**src/rtl/imm_gen_pipe_if.sv**
```systemverilog
// Stream bundle for the immediate generator: instruction in, decoded immediate out,
// plus the illegal-opcode counter controls.
interface imm_gen_pipe_if #(
    parameter int XLEN  = 32,
    parameter int TAG_W = 8,
    parameter int CNT_W = 16
);
    logic             in_valid;
    logic             in_ready;
    logic [31:0]      in_inst;
    logic [TAG_W-1:0] in_tag;
    logic             out_valid;
    logic             out_ready;
    logic [XLEN-1:0]  out_imm;
    logic [2:0]       out_fmt;
    logic             out_illegal;
    logic [TAG_W-1:0] out_tag;
    logic             ill_clr;
    logic [CNT_W-1:0] ill_count;

    modport master (
        output in_valid, in_inst, in_tag, out_ready, ill_clr,
        input  in_ready, out_valid, out_imm, out_fmt, out_illegal, out_tag, ill_count
    );

    modport slave (
        input  in_valid, in_inst, in_tag, out_ready, ill_clr,
        output in_ready, out_valid, out_imm, out_fmt, out_illegal, out_tag, ill_count
    );
endinterface

```
**src/rtl/imm_gen_pipe.sv**
```systemverilog
// Decode-stage RV immediate generator: one-cycle latency, full throughput, skid-buffered
// valid/ready with a registered in_ready, tag pass-through and a saturating illegal counter.
module imm_gen_pipe #(
    parameter int XLEN  = 32,
    parameter int TAG_W = 8,
    parameter int CNT_W = 16
) (
    input  logic          clk,
    input  logic          rst,
    imm_gen_pipe_if.slave bus
);

    typedef enum logic [2:0] {
        FMT_R   = 3'd0,
        FMT_I   = 3'd1,
        FMT_S   = 3'd2,
        FMT_B   = 3'd3,
        FMT_U   = 3'd4,
        FMT_J   = 3'd5,
        FMT_ILL = 3'd7
    } fmt_e;

    typedef struct packed {
        logic [XLEN-1:0]  imm;
        fmt_e             fmt;
        logic             illegal;
        logic [TAG_W-1:0] tag;
    } res_t;

    // Occupancy of the main (M) and skid (K) registers; K is only ever full when M is.
    typedef enum logic [1:0] {
        S_EMPTY,
        S_MAIN,
        S_BOTH
    } state_e;

    function automatic fmt_e decode_fmt(input logic [6:0] op);
        case (op)
            7'b0110011, 7'b0111011:                         decode_fmt = FMT_R;
            7'b0010011, 7'b0000011, 7'b1100111, 7'b0011011,
            7'b1110011, 7'b0001111:                         decode_fmt = FMT_I;
            7'b0100011:                                     decode_fmt = FMT_S;
            7'b1100011:                                     decode_fmt = FMT_B;
            7'b0110111, 7'b0010111:                         decode_fmt = FMT_U;
            7'b1101111:                                     decode_fmt = FMT_J;
            default:                                        decode_fmt = FMT_ILL;
        endcase
    endfunction

    function automatic logic [XLEN-1:0] build_imm(input logic [31:0] inst, input fmt_e fmt);
        case (fmt)
            FMT_I:   build_imm = {{(XLEN-11){inst[31]}}, inst[30:20]};
            FMT_S:   build_imm = {{(XLEN-11){inst[31]}}, inst[30:25], inst[11:7]};
            FMT_B:   build_imm = {{(XLEN-12){inst[31]}}, inst[7], inst[30:25], inst[11:8], 1'b0};
            FMT_U:   build_imm = {{(XLEN-31){inst[31]}}, inst[30:12], 12'b0};
            FMT_J:   build_imm = {{(XLEN-20){inst[31]}}, inst[19:12], inst[20], inst[30:21], 1'b0};
            default: build_imm = '0;
        endcase
    endfunction

    state_e           state_q, state_d;
    logic             in_ready_q;
    logic             out_valid_q;
    res_t             m_q, k_q, dec;
    logic             in_fire, out_fire;
    logic             load_m_in, load_m_k, load_k;
    logic [CNT_W-1:0] ill_cnt_q;

    always_comb begin
        dec.fmt     = decode_fmt(bus.in_inst[6:0]);
        dec.imm     = build_imm(bus.in_inst, dec.fmt);
        dec.illegal = (dec.fmt == FMT_ILL);
        dec.tag     = bus.in_tag;
    end

    assign in_fire  = bus.in_valid & in_ready_q;
    assign out_fire = out_valid_q & bus.out_ready;

    // NOTE: every output of this block gets a default first, so no path can leave one
    // unassigned and infer a latch.
    always_comb begin
        state_d   = state_q;
        load_m_in = 1'b0;
        load_m_k  = 1'b0;
        load_k    = 1'b0;
        case (state_q)
            S_EMPTY: begin
                if (in_fire) begin
                    load_m_in = 1'b1;
                    state_d   = S_MAIN;
                end
            end
            S_MAIN: begin
                if (in_fire && out_fire) begin
                    load_m_in = 1'b1;
                end else if (in_fire) begin
                    load_k  = 1'b1;
                    state_d = S_BOTH;
                end else if (out_fire) begin
                    state_d = S_EMPTY;
                end
            end
            S_BOTH: begin
                // in_ready is low here, so only the drain of K into M can happen.
                if (out_fire) begin
                    load_m_k = 1'b1;
                    state_d  = S_MAIN;
                end
            end
            default: state_d = S_EMPTY;
        endcase
    end

    // NOTE: sequential state uses non-blocking assignments so every register samples
    // pre-edge values regardless of statement order.
    always_ff @(posedge clk or posedge rst) begin
        if (rst) begin
            state_q     <= S_EMPTY;
            in_ready_q  <= 1'b1;
            out_valid_q <= 1'b0;
            m_q         <= '0;
        end else begin
            state_q     <= state_d;
            in_ready_q  <= (state_d != S_BOTH);
            out_valid_q <= (state_d != S_EMPTY);
            if (load_m_in) begin
                m_q <= dec;
            end else if (load_m_k) begin
                m_q <= k_q;
            end
        end
    end

    // NOTE: the skid payload has no reset; it is only read when its valid state says
    // so, and resetting the state alone discards it.
    always_ff @(posedge clk) begin
        if (load_k) begin
            k_q <= dec;
        end
    end

    always_ff @(posedge clk or posedge rst) begin
        if (rst) begin
            ill_cnt_q <= '0;
        end else if (bus.ill_clr) begin
            ill_cnt_q <= '0;
        end else if (in_fire && dec.illegal && (ill_cnt_q != '1)) begin
            ill_cnt_q <= ill_cnt_q + 1'b1;
        end
    end

    assign bus.in_ready    = in_ready_q;
    assign bus.out_valid   = out_valid_q;
    assign bus.out_imm     = m_q.imm;
    assign bus.out_fmt     = m_q.fmt;
    assign bus.out_illegal = m_q.illegal;
    assign bus.out_tag     = m_q.tag;
    assign bus.ill_count   = ill_cnt_q;

endmodule

```
**src/flat_wrapper.sv**
```systemverilog
// flat-port wrapper written by rule: the top's interface ports become plain ports
module imm_gen_pipe_flat 
#(
    parameter int XLEN  = 32,
    parameter int TAG_W = 8,
    parameter int CNT_W = 16
)
  (clk, rst, bus_in_valid, bus_in_inst, bus_in_tag, bus_out_ready, bus_ill_clr, bus_in_ready, bus_out_valid, bus_out_imm, bus_out_fmt, bus_out_illegal, bus_out_tag, bus_ill_count);
  imm_gen_pipe_if #(.XLEN(XLEN), .TAG_W(TAG_W), .CNT_W(CNT_W)) bus_i ();
  input  logic clk;
  input  logic rst;
  input wire logic [$bits(bus_i.in_valid)-1:0] bus_in_valid;
  input wire logic [$bits(bus_i.in_inst)-1:0] bus_in_inst;
  input wire logic [$bits(bus_i.in_tag)-1:0] bus_in_tag;
  input wire logic [$bits(bus_i.out_ready)-1:0] bus_out_ready;
  input wire logic [$bits(bus_i.ill_clr)-1:0] bus_ill_clr;
  output wire logic [$bits(bus_i.in_ready)-1:0] bus_in_ready;
  output wire logic [$bits(bus_i.out_valid)-1:0] bus_out_valid;
  output wire logic [$bits(bus_i.out_imm)-1:0] bus_out_imm;
  output wire logic [$bits(bus_i.out_fmt)-1:0] bus_out_fmt;
  output wire logic [$bits(bus_i.out_illegal)-1:0] bus_out_illegal;
  output wire logic [$bits(bus_i.out_tag)-1:0] bus_out_tag;
  output wire logic [$bits(bus_i.ill_count)-1:0] bus_ill_count;
  assign bus_i.in_valid = bus_in_valid;
  assign bus_i.in_inst = bus_in_inst;
  assign bus_i.in_tag = bus_in_tag;
  assign bus_i.out_ready = bus_out_ready;
  assign bus_i.ill_clr = bus_ill_clr;
  assign bus_in_ready = bus_i.in_ready;
  assign bus_out_valid = bus_i.out_valid;
  assign bus_out_imm = bus_i.out_imm;
  assign bus_out_fmt = bus_i.out_fmt;
  assign bus_out_illegal = bus_i.out_illegal;
  assign bus_out_tag = bus_i.out_tag;
  assign bus_ill_count = bus_i.ill_count;
  imm_gen_pipe #(.XLEN(XLEN), .TAG_W(TAG_W), .CNT_W(CNT_W)) u_core (.clk(clk), .rst(rst), .bus(bus_i));
endmodule
```
**config.mk**
```make
export PLATFORM = sky130hd
export DESIGN_NAME = imm_gen_pipe_flat
export DESIGN_NICKNAME = d
export VERILOG_FILES = /design/src/rtl/imm_gen_pipe_if.sv /design/src/rtl/imm_gen_pipe.sv /design/src/flat_wrapper.sv
export SDC_FILE = /design/constraint.sdc
export NUM_CORES = 1
export LEC_CHECK = 0
export BUFFER_PORTS_ARGS = -buffer_cell sky130_fd_sc_hd__buf_4
export CAP_MARGIN = 40
export CORE_MARGIN = 2
export CORE_UTILIZATION = 52
export CTS_CLUSTER_DIAMETER = 60
export DETAILED_ROUTE_END_ITERATION = 6
export PLACE_DENSITY = 0.79
export SYNTH_ARGS = -nofsm -noshare
export SYNTH_HDL_FRONTEND = slang
export SYNTH_SLANG_ARGS = --single-unit
```
**constraint.sdc**
```tcl
create_clock -name clk -period 3.3 [get_ports clk]
set_clock_uncertainty 0.15 [all_clocks]
set_input_delay 0.165 -clock clk [delete_from_list [all_inputs] [get_ports clk]]
set_output_delay 0.165 -clock clk [all_outputs]
set_load 0.1 [all_outputs]
```
==> metrics.md, run 1 <==
| Metric | Value |
|---|---|
| Status | finished, final reports clean |
| Die W | 104 um |
| Crit path required time | 3380 ps |
| Cts bufs inserted | 9 |
| Most frequent cells in the layout | 117 x buf_4, 63 x dfrtp_1, 44 x edfxtp_1 |
| Startpoint types | flop |
| Clock latency on the worst-skew pair | 360 ps |
| Antenna violations before repair | 0 |
| Leading area contributor after synthesis | dfrtp_1 |
| Pins Over Slew Limit | 0 |
| H-tree Lvls | 3 |
| Cell count after synthesis | 455 |
| Pleak | 3.05 nW |
| CP Data Arrival Time | 2350 ps |
| GRT Total Usage | 22.8% |
| WL final | 12.2 mm |
| Post-route clock period utilization | 68.7% |
| Cts repair resizes | 0 |
| IO Pins | 107 |
| Filler cells | 742 |
| Post-CTS Setup Inserts | 0 |
| Die Y-Extent | 104 um |
| Setup TNS | 0 ps |
| CTS root buf | clkbuf_8 |
| Top cell type's share of synthesized area | 30.6% |
| Fin crit period | 2270 ps |
| Initial detailed-routing violation count | 207 |
| CP Class | reg2reg |
| Slew HR | 48.8% |
| Vias per std cell | 5.73 |
| Vias in the first global route | 4020 |
| Clock transition at the registers of the reported paths | 110 ps |
| Kind of end point of the critical path | flop |
| P&R area growth vs syn | 29.2% |
| Largest net degree at the start of global routing | 52 |
| Synth cell types | 57 |
| TritonCTS Sinks | 108 |
| First-pass iteration count of the detailed router | 5 |
| Post-synthesis sequential area ratio | 56.7% |
| Routability cong. | 0.797 |
| Post-synth top flop | dfrtp_1 |
| Remaining Overflow, GRT | 0 |
| Hpwl dp | 8.13 mm |
| Most common cell after layout, fill and taps aside | buf_4 |
| Crit-path max FO | 39 |
| Antenna cells | 0 |
| RSZ-0062 raised after global routing | no |
| Synthesized flop and latch total | 108 |
| Main area contributors after synthesis | dfrtp_1 31%, edfxtp_1 26%, mux2i_1 4.8% |
| Nets | 638 |
| First-pass GRT wire length | 19.9 mm |
| # Max-Cap Violations | 0 |
| Via count | 4180 |
| Port Buffers | 106 |
| PwrDens | 888 nW/um2 |
| DRC | 0 |
| Core Area | 9680 um2 |
| Syn avg cell area | 11.3 um2 |
| Layout cell share with drive strength beyond 1 | 24.8% |
| Min-delay worst type | in2reg |
| Final hold slack | 41.7 ps |
| TritonCTS clock tree | yes |
| Bufs on Longest Clock Path | 2 |
| Mapped cell area | 5160 um2 |
| Antenna viol nets, final | 0 |
| Asr flop ratio synth | 59.3% |
| # rows | 36 |
| Top achievable clock speed | 441 MHz |
| Die area | 10700 um2 |
| Syn_nets | 501 |
| Count of yosys warnings during synthesis | 0 |
| Maximum VDD drop | 654 uV |
| Least-Margin Pin Slew | 767 ps |
| Final hold violations | 0 |
| Post-synth EDFFs | 44 |
| Setup-failing EPs final | 0 |
| Drt wl/cell | 16.7 um |
| Starting Density | 53.3% |
what timing repair did:
| item | in CTS | in global routing |
|---|---|---|
| endpoints found under the hold margin | 109 | 0 |
| endpoints found under the setup margin | 0 | 0 |
| hold buffers | 37 | 0 |
power by group:
part,switching (mW),internal (mW),total [mW]
Clock,0.450,0.360,0.809
Sequential,0.198,1.76,1.96
Combinational,2.44,0.717,3.15
Yosys cell counts (2+ instances only):
| library cell | n |
|---|---|
| a211oi_1 | 3 |
| a21o_1 | 32 |
| a21oi_1 | 24 |
| a222oi_1 | 6 |
| a22o_1 | 9 |
| a22oi_1 | 9 |
| a311o_1 | 6 |
| a31oi_1 | 4 |
| and2_1 | 8 |
| and3_1 | 3 |
| and4_1 | 3 |
| buf_1 | 2 |
| buf_2 | 9 |
| buf_6 | 2 |
| clkbuf_1 | 16 |
| dfrtp_1 | 63 |
| edfxtp_1 | 44 |
| inv_1 | 14 |
| mux2_2 | 3 |
| mux2i_1 | 25 |
| nand2_1 | 42 |
| nand2b_1 | 7 |
| nand3_1 | 11 |
| nand4_1 | 4 |
| nor2_1 | 22 |
| nor2b_1 | 9 |
| nor3_1 | 2 |
| o21a_1 | 2 |
| o21ai_0 | 18 |
| o22ai_1 | 2 |
| o31ai_1 | 12 |
| or2_2 | 2 |
| or3_1 | 2 |
| or4_1 | 11 |
| xnor2_1 | 2 |
critical path: stages (launching register included):
cell and delay, ps:
dfrtp_1 480, and4b_2 420, buf_4 520, mux2i_1 250, nor2_1 50, a31oi_1 150
o31ai_1 90
registers in the layout, indices dropped and copies added (netlist names):
name	count
u_core.bus.out_valid	1
u_core.bus.out_imm	32
u_core.bus.out_tag	8
u_core.bus.ill_count	16
u_core.k_q	44
u_core.bus.out_fmt	3
u_core.state_q	2
u_core.bus.in_ready	1
u_core.bus.out_illegal	1
layer usage:
| metal | wire length [um] | GRT usage, % |
|---|---|---|
| met5 | 0 | 0 |
| met2 | 5960 | 37.2 |
| met3 | 555 | 3.08 |
| met4 | 189 | 7.34 |
| met1 | 5490 | 32.0 |
path summary, 6_finish.rpt:
check	startpoint	to	slack [ps]	cells after the start
max in group asynchronous	rst	u_core.bus.in_ready$_DFF_PP1_	1840	4
max reg2reg	u_core.state_q[0]$_DFF_PP0_	u_core.bus.out_imm[11]$_DFFE_PP0P_	1030	6
min	bus_in_inst[31]	u_core.bus.out_imm[17]$_DFFE_PP0P_	40	3
min in group asynchronous	rst	u_core.bus.out_imm[9]$_DFFE_PP0P_	360	3
max	u_core.state_q[0]$_DFF_PP0_	u_core.bus.out_imm[11]$_DFFE_PP0P_	1030	6
min reg2reg	u_core.bus.out_tag[2]$_DFFE_PP0P_	u_core.bus.out_tag[2]$_DFFE_PP0P_	340	2
metrics by stage:
step | std cells | instance area [um2] | util [%] | total power, mW | worst slack, ps
finish | 730 | 6670 | 68.8 | 5.92 | 1030
global route | 730 | 6670 | 68.8 | 6.16 | 886
CTS | 730 | 6670 | 68.8 | 5.94 | 1030
detailed placement | 677 | 6090 | 62.9 | 5.10 | 1040
global placement | 675 | 6070 | 62.7 | 5.04 | 989
floorplan | 455 | 5160 | - | 4.39 | 366
cells by family (layout without fill, tap and decap cells):
kind of cell / after synthesis / after routing / share of synthesized area, %
AOI/OAI and AO/OA: 138 / 138 / 19.4
and+or+nand+nor: 135 / 135 / 14.2
DFF: 108 / 108 / 56.7
buffers and inverters: 43 / 185 / 3.64
muxes: 28 / 28 / 5.50
xor gates and xnor gates: 2 / 2 / 0.340
adders and majority gates: 1 / 1 / 0.242
layout make-up:
| class | count | area, um2 | area share [%] |
|---|---|---|---|
| inverters | 14 | 52.6 | 0.788 |
| multi-input cells | 304 | 2060 | 30.9 |
| flip-flops and latches | 108 | 2920 | 43.9 |
| well taps | 133 | 166 | 2.50 |
| repair buffers | 155 | 1260 | 19.0 |
| clock inverters | 6 | 73.8 | 1.11 |
| clock buffers | 10 | 128 | 1.91 |
(Power assumes the default switching activity.)
==> inputs of run 2 (changes only) <==
clock period = 2.2 ns   (was 3.3 ns; I/O delays follow)
==> run 2 against run 1 <==
  * Fmax up 7.2%
  * Wire length increased by 6.0%
  * Combinational power rose by 55%
  * Final area grew 3.3%
  * Final cell count up 1.5%
  * Non-clock buffer count grew 11
  * Die area unchanged
  * Register-to-register slack got worse by 950 ps
  * Total power rose by 52%
  * Core utilization up 2.2 points
  * Flip-flop and latch count unchanged
  * Critical path depth is the same
==> metrics.md, run 2 (synthesis gave the netlist of run 1 again) <==
| Metric | Value |
|---|---|
| Bufs on Longest Clock Path | 2 |
| Hpwl dp | 8.27 mm |
| Antenna violations before repair | 0 |
| Final Util | 71.1% |
| Internal | 4.24 mW |
| Clock power share | 12.8% |
| Cell Area, Placed | 6280 um2 |
| Final hold violations | 0 |
| Cts bufs inserted | 9 |
| IO Pins | 107 |
| CP max stage cell | dfstp_4 |
| Total length of routed met3 wires | 676 um |
| RSZ-0062 raised after global routing | yes |
| Met1 Wirelength | 5.44 mm |
| First-pass iteration count of the detailed router | 6 |
| Comb power frac | 54.3% |
| Switch share | 52.8% |
| # Max-Cap Violations | 0 |
| Via count | 4296 |
| Drt wl/cell | 17.5 um |
| Final instance area | 6880 um2 |
| Final hold slack | 20.8 ps |
| GRT Total Usage | 24.1% |
| Max reg flops | 44 |
| Startpoint types | flop |
| Min-Delay Path Depth | 3 |
| Initial detailed-routing violation count | 268 |
| Status | finished, final reports clean |
| Clock latency on the worst-skew pair | 370 ps |
| Fin cells | 741 |
| Slew HR | 56.6% |
| CP peak stage delay | 640 ps |
| WP buf/inv | 1 |
| Pleak | 3.09 nW |
| Die area | 10700 um2 |
| WL final | 12.9 mm |
| Nets | 649 |
| Antenna viol nets, final | 0 |
| Top achievable clock speed | 473 MHz |
| First-pass GRT wire length | 21.0 mm |
| DRC | 0 |
| Crit-path max FO | 19 |
| Crit path required time | 2300 ps |
| Routed met2 length | 6.49 mm |
| Storage cell area | 2950 um2 |
| Vias in the first global route | 4237 |
| TritonCTS clock tree | yes |
| Post-route clock period utilization | 96.2% |
| # rows | 36 |
| Clock transition at the registers of the reported paths | 110 ps |
| Most common cell after layout, fill and taps aside | buf_4 |
| Reg2Reg Depth | 6 |
| Placed insts | 685 |
| Largest net degree at the start of global routing | 52 |
| Setup-failing EPs final | 0 |
| TritonCTS Sinks | 108 |
| H-tree Lvls | 3 |
| Die Y-Extent | 104 um |
| Top reg by flops | u_core.k_q |
| Die W | 104 um |
| Layout cell share with drive strength beyond 1 | 29.4% |
| Vias per std cell | 5.80 |
| Min-delay worst type | in2reg |
| Top layer in use | met4 |
| Reg power frac | 32.9% |
| Maximum VDD drop | 949 uV |
| Routability cong. | 0.902 |
| Crit path cell chain | nand2_2 -> buf_4 -> a211oi_4 -> nor2_4 -> a22o_1 -> a311o_1 |
| CP Data Arrival Time | 2220 ps |
| CP Class | reg2reg |
| Pins Over Slew Limit | 0 |
| Least-Margin Pin Slew | 649 ps |
| Largest delay share family, worst path | compound AO/OA/AOI/OAI gates |
| Port Buffers | 106 |
| Most frequent cells in the layout | 120 x buf_4, 49 x dfrtp_1, 44 x edfxtp_1 |
| Psw | 4.74 mW |
| Post-CTS Setup Inserts | 0 |
| Core Area | 9680 um2 |
| Instance count on the critical path | 6 |
| Setup TNS | 0 ps |
| CTS root buf | clkbuf_8 |
| PwrDens | 1300 nW/um2 |
| Fin crit period | 2120 ps |
| Filler cells | 688 |
| Area occupied by multi-input gates | 2130 um2 |
| Remaining Overflow, GRT | 0 |
| Antenna cells | 0 |
| Kind of end point of the critical path | flop |
| Starting Density | 53.3% |
| P&R area growth vs syn | 33.4% |
run 2: cell type report:
cell class                      count  area share (%)
Clock inverter                      7           0.872
Timing Repair Buffer              166            20.4
Inverter                           14           0.763
Multi-Input combinational cell    304            30.9
Sequential cell                   108            42.8
Tap cell                          133            2.42
Clock buffer                        9            1.80
run 2: timing repair:
action | CTS | global route
hold buffers | 40 | 0
pin swaps | 0 | 2
endpoints found under the hold margin | 118 | 0
resized for setup | 1 | 2
endpoints found under the setup margin | 1 | 3
run 2: final timing paths:
kind / start / endpoint / slack (ps)
worst max register to register: u_core.bus.in_ready$_DFF_PP1_ / u_core.bus.out_imm[12]$_DFFE_PP0P_ / 80
min in group asynchronous: rst / u_core.bus.ill_count[14]$_DFFE_PP0P_ / 240
worst min register to register: u_core.k_q[1]$_DFFE_PP_ / u_core.bus.out_tag[1]$_DFFE_PP0P_ / 330
worst min-delay path: bus_in_inst[6] / u_core.k_q[9]$_DFFE_PP_ / 20
max in group asynchronous: rst / u_core.bus.out_tag[6]$_DFFE_PP0P_ / 1020
worst max-delay path: u_core.bus.in_ready$_DFF_PP1_ / u_core.bus.out_imm[12]$_DFFE_PP0P_ / 80
run 2: per-layer routing:
metal  vias to the layer above  track usage [%]
li1                       2008                -
met1                      2093             31.7
met2                       163             40.6
met3                        32             3.90
met4                         0             8.98
met5                         -                0
run 2: stage by stage:
step	power (mW)	setup slack, ps
floorplan	6.63	-60.4
global placement	7.68	-32.0
detailed placement	7.77	3.85
CTS	8.96	19.9
global route	9.32	-2.03
finish	8.97	84.5
run 2: worst reg2reg max path, delay by kind of cell, from the launching register on:
family                 cells  cell delay (ps)
and+or+nand+nor            2              260
DFF                        1              640
buffers and inverters      1              150
AOI/OAI and AO/OA          3              810
run 2: power by group through the flow:
| stage | clock network [mW] | logic (mW) | registers [mW] |
|---|---|---|---|
| global placement | 0 | 4.72 | 2.96 |
| global route | 1.24 | 5.07 | 3.01 |
| detailed placement | 0 | 4.78 | 2.99 |
| floorplan | 0 | 1.11 | 5.51 |
| finish | 1.15 | 4.87 | 2.95 |
| CTS | 1.16 | 4.85 | 2.95 |
==> inputs of run 3 (changes only) <==
CORE_UTILIZATION = 55   (was 52)
PLACE_DENSITY = 0.83   (was 0.79)
==> run 3 against run 2 <==
  * Total power rose by 0.43%
  * Register-to-register slack improved by 20 ps
  * Critical path depth fell by 2
  * Combinational power hardly changed
  * Die area decreased by 5.2%
  * Clock power grew 6%
  * Highest routed layer unchanged
  * Final area is 0.98% lower
  * First-iteration DRC count is 40% higher
==> metrics.md, run 3 (synthesis gave the netlist of run 1 again) <==
| Metric | Value |
|---|---|
| Status | finished, final reports clean |
| Reg2reg setup slack | 100 ps |
| CP Data Arrival Time | 2250 ps |
| Setup-failing EPs final | 0 |
| PwrDens | 1320 nW/um2 |
| Vias per std cell | 6.06 |
| CP peak stage delay | 630 ps |
| GRT Total Usage | 26.1% |
| Cts bufs inserted | 9 |
| Max reg flops | 44 |
| H-tree Lvls | 3 |
| Vias in the first global route | 4240 |
| Port Buffers | 106 |
| Least-Margin Pin Slew | 562 ps |
| Initial detailed-routing violation count | 376 |
| Core Area | 9150 um2 |
| Nets | 647 |
| Hpwl dp | 8.52 mm |
| Comb power frac | 53.8% |
| # rows | 35 |
| Post-route clock period utilization | 95.2% |
| Bufs on Longest Clock Path | 2 |
| Layout cell share with drive strength beyond 1 | 28.9% |
| Pleak | 3.08 nW |
| Die area | 10200 um2 |
| First-pass GRT wire length | 20.8 mm |
| Min-delay worst type | in2reg |
| Top reg by flops | u_core.k_q |
| First-pass iteration count of the detailed router | 5 |
| Most frequent cells in the layout | 122 x buf_4, 49 x dfrtp_1, 44 x edfxtp_1 |
| Worst setup margin | 105 ps |
| CP Class | reg2reg |
| Fin cells | 717 |
| Routability cong. | 0.891 |
| Die Y-Extent | 101 um |
| Largest delay share family, worst path | compound AO/OA/AOI/OAI gates |
| Internal | 4.36 mW |
| P&R area growth vs syn | 32.1% |
| CTS root buf | clkbuf_8 |
| Kind of end point of the critical path | flop |
| Drt wl/cell | 18.1 um |
| Clock transition at the registers of the reported paths | 100 ps |
| Antenna cells | 0 |
| Crit-path max FO | 10 |
| CP Launch Point | u_core.bus.in_ready$_DFF_PP1_ |
| Clock power share | 13.6% |
| Psw | 4.66 mW |
| Most common cell after layout, fill and taps aside | buf_4 |
| Die W | 101 um |
| WP buf/inv | 0 |
| Instance count on the critical path | 4 |
| CP max stage cell | dfstp_4 |
| WL final | 13.0 mm |
| Maximum VDD drop | 951 uV |
| Via count | 4345 |
| Critical path destination | u_core.bus.out_imm[18]$_DFFE_PP0P_ |
| # Max-Cap Violations | 0 |
| TritonCTS Sinks | 108 |
| RSZ-0062 raised after global routing | no |
| Worst R2R End | u_core.bus.out_imm[18]$_DFFE_PP0P_ |
| Startpoint types | flop |
| Starting Density | 56.4% |
| Crit path cell chain | nand2_2 -> a211o_1 -> nor3b_2 -> a311o_1 |
| Reg2Reg Depth | 4 |
| Final hold slack | 62.9 ps |
| Final hold violations | 0 |
| Final Util | 74.5% |
| Remaining Overflow, GRT | 0 |
| Antenna viol nets, final | 0 |
| Largest net degree at the start of global routing | 52 |
| Antenna violations before repair | 0 |
| Switch share | 51.7% |
| DRC | 0 |
| Pins Over Slew Limit | 0 |
| Placed insts | 662 |
| Crit path required time | 2360 ps |
| Dpl ws | 32.4 ps |
| Slew HR | 62.5% |
| TritonCTS clock tree | yes |
| Top achievable clock speed | 477 MHz |
| Reg-to-reg startpoint | u_core.bus.in_ready$_DFF_PP1_ |
| Clock latency on the worst-skew pair | 370 ps |
| Fin crit period | 2100 ps |
| Reg power frac | 32.6% |
| IO Pins | 107 |
run 3: power groups by stage:
| stage | clock network (mW) | registers, mW | logic [mW] |
|---|---|---|---|
| after floorplan | 0 | 5.51 | 1.11 |
| after global routing | 1.31 | 3.00 | 5.05 |
| after CTS | 1.24 | 2.94 | 4.84 |
| after global placement | 0 | 2.95 | 4.71 |
| after detailed placement | 0 | 2.98 | 4.78 |
| final | 1.22 | 2.94 | 4.85 |
run 3: repair_timing:
item,CTS,global route
resized for setup,0,1
setup buffers,0,0
setup endpoints to repair,0,5
hold endpoints to repair,112,0
hold buffers,39,0
run 3: worst min-delay path by stage:
stage / start / end / slack [ps] / cells past startpoint
2_1_floorplan: bus_in_tag[0] / u_core.k_q[0]$_DFFE_PP_ / 60 / 0
3_3_place_gp: rst / u_core.state_q[1]$_DFF_PP0_ / 40 / 2
3_5_place_dp: rst / u_core.state_q[0]$_DFF_PP0_ / 60 / 2
4_1_cts: bus_in_inst[6] / u_core.k_q[9]$_DFFE_PP_ / 50 / 3
5_1_grt: bus_in_inst[6] / u_core.k_q[9]$_DFFE_PP_ / 70 / 3
6_report: bus_in_inst[6] / u_core.k_q[9]$_DFFE_PP_ / 60 / 3
run 3: area by class of cell:
type | instances | area, um2
Clock buffer | 12 | 145
Clock inverter | 4 | 50.0
Fill cell | 599 | 2340
Inverter | 14 | 52.6
Multi-Input combinational cell | 304 | 2120
Sequential cell | 108 | 2950
Tap cell | 111 | 139
Timing Repair Buffer | 164 | 1370
run 3: worst register-to-register path, delay by kind of cell (launching register included):
kind | cells | cell delay [ps]
AO/OA/AOI/OAI | 2 | 660
flip-flops | 1 | 630
AND/OR/NAND/NOR | 2 | 600
run 3: metrics by stage:
| step | setup TNS (ps) | power, mW | cell area [um2] |
|---|---|---|---|
| after global routing | 0 | 9.36 | 6820 |
| after detailed placement | 0 | 7.76 | 6220 |
| final | 0 | 9.01 | 6820 |
| after floorplan | -117 | 6.63 | 5260 |
| after CTS | 0 | 9.02 | 6810 |
| after global placement | 0 | 7.66 | 6220 |
run 3: metal layers:
metal | track usage [%] | wire length [um] | vias to the layer above
met4 | 7.17 | 243 | 0
met3 | 6.03 | 1020 | 27
li1 | - | - | 1995
met1 | 34.8 | 5280 | 2125
met2 | 43.1 | 6440 | 198
met5 | 0 | 0 | -
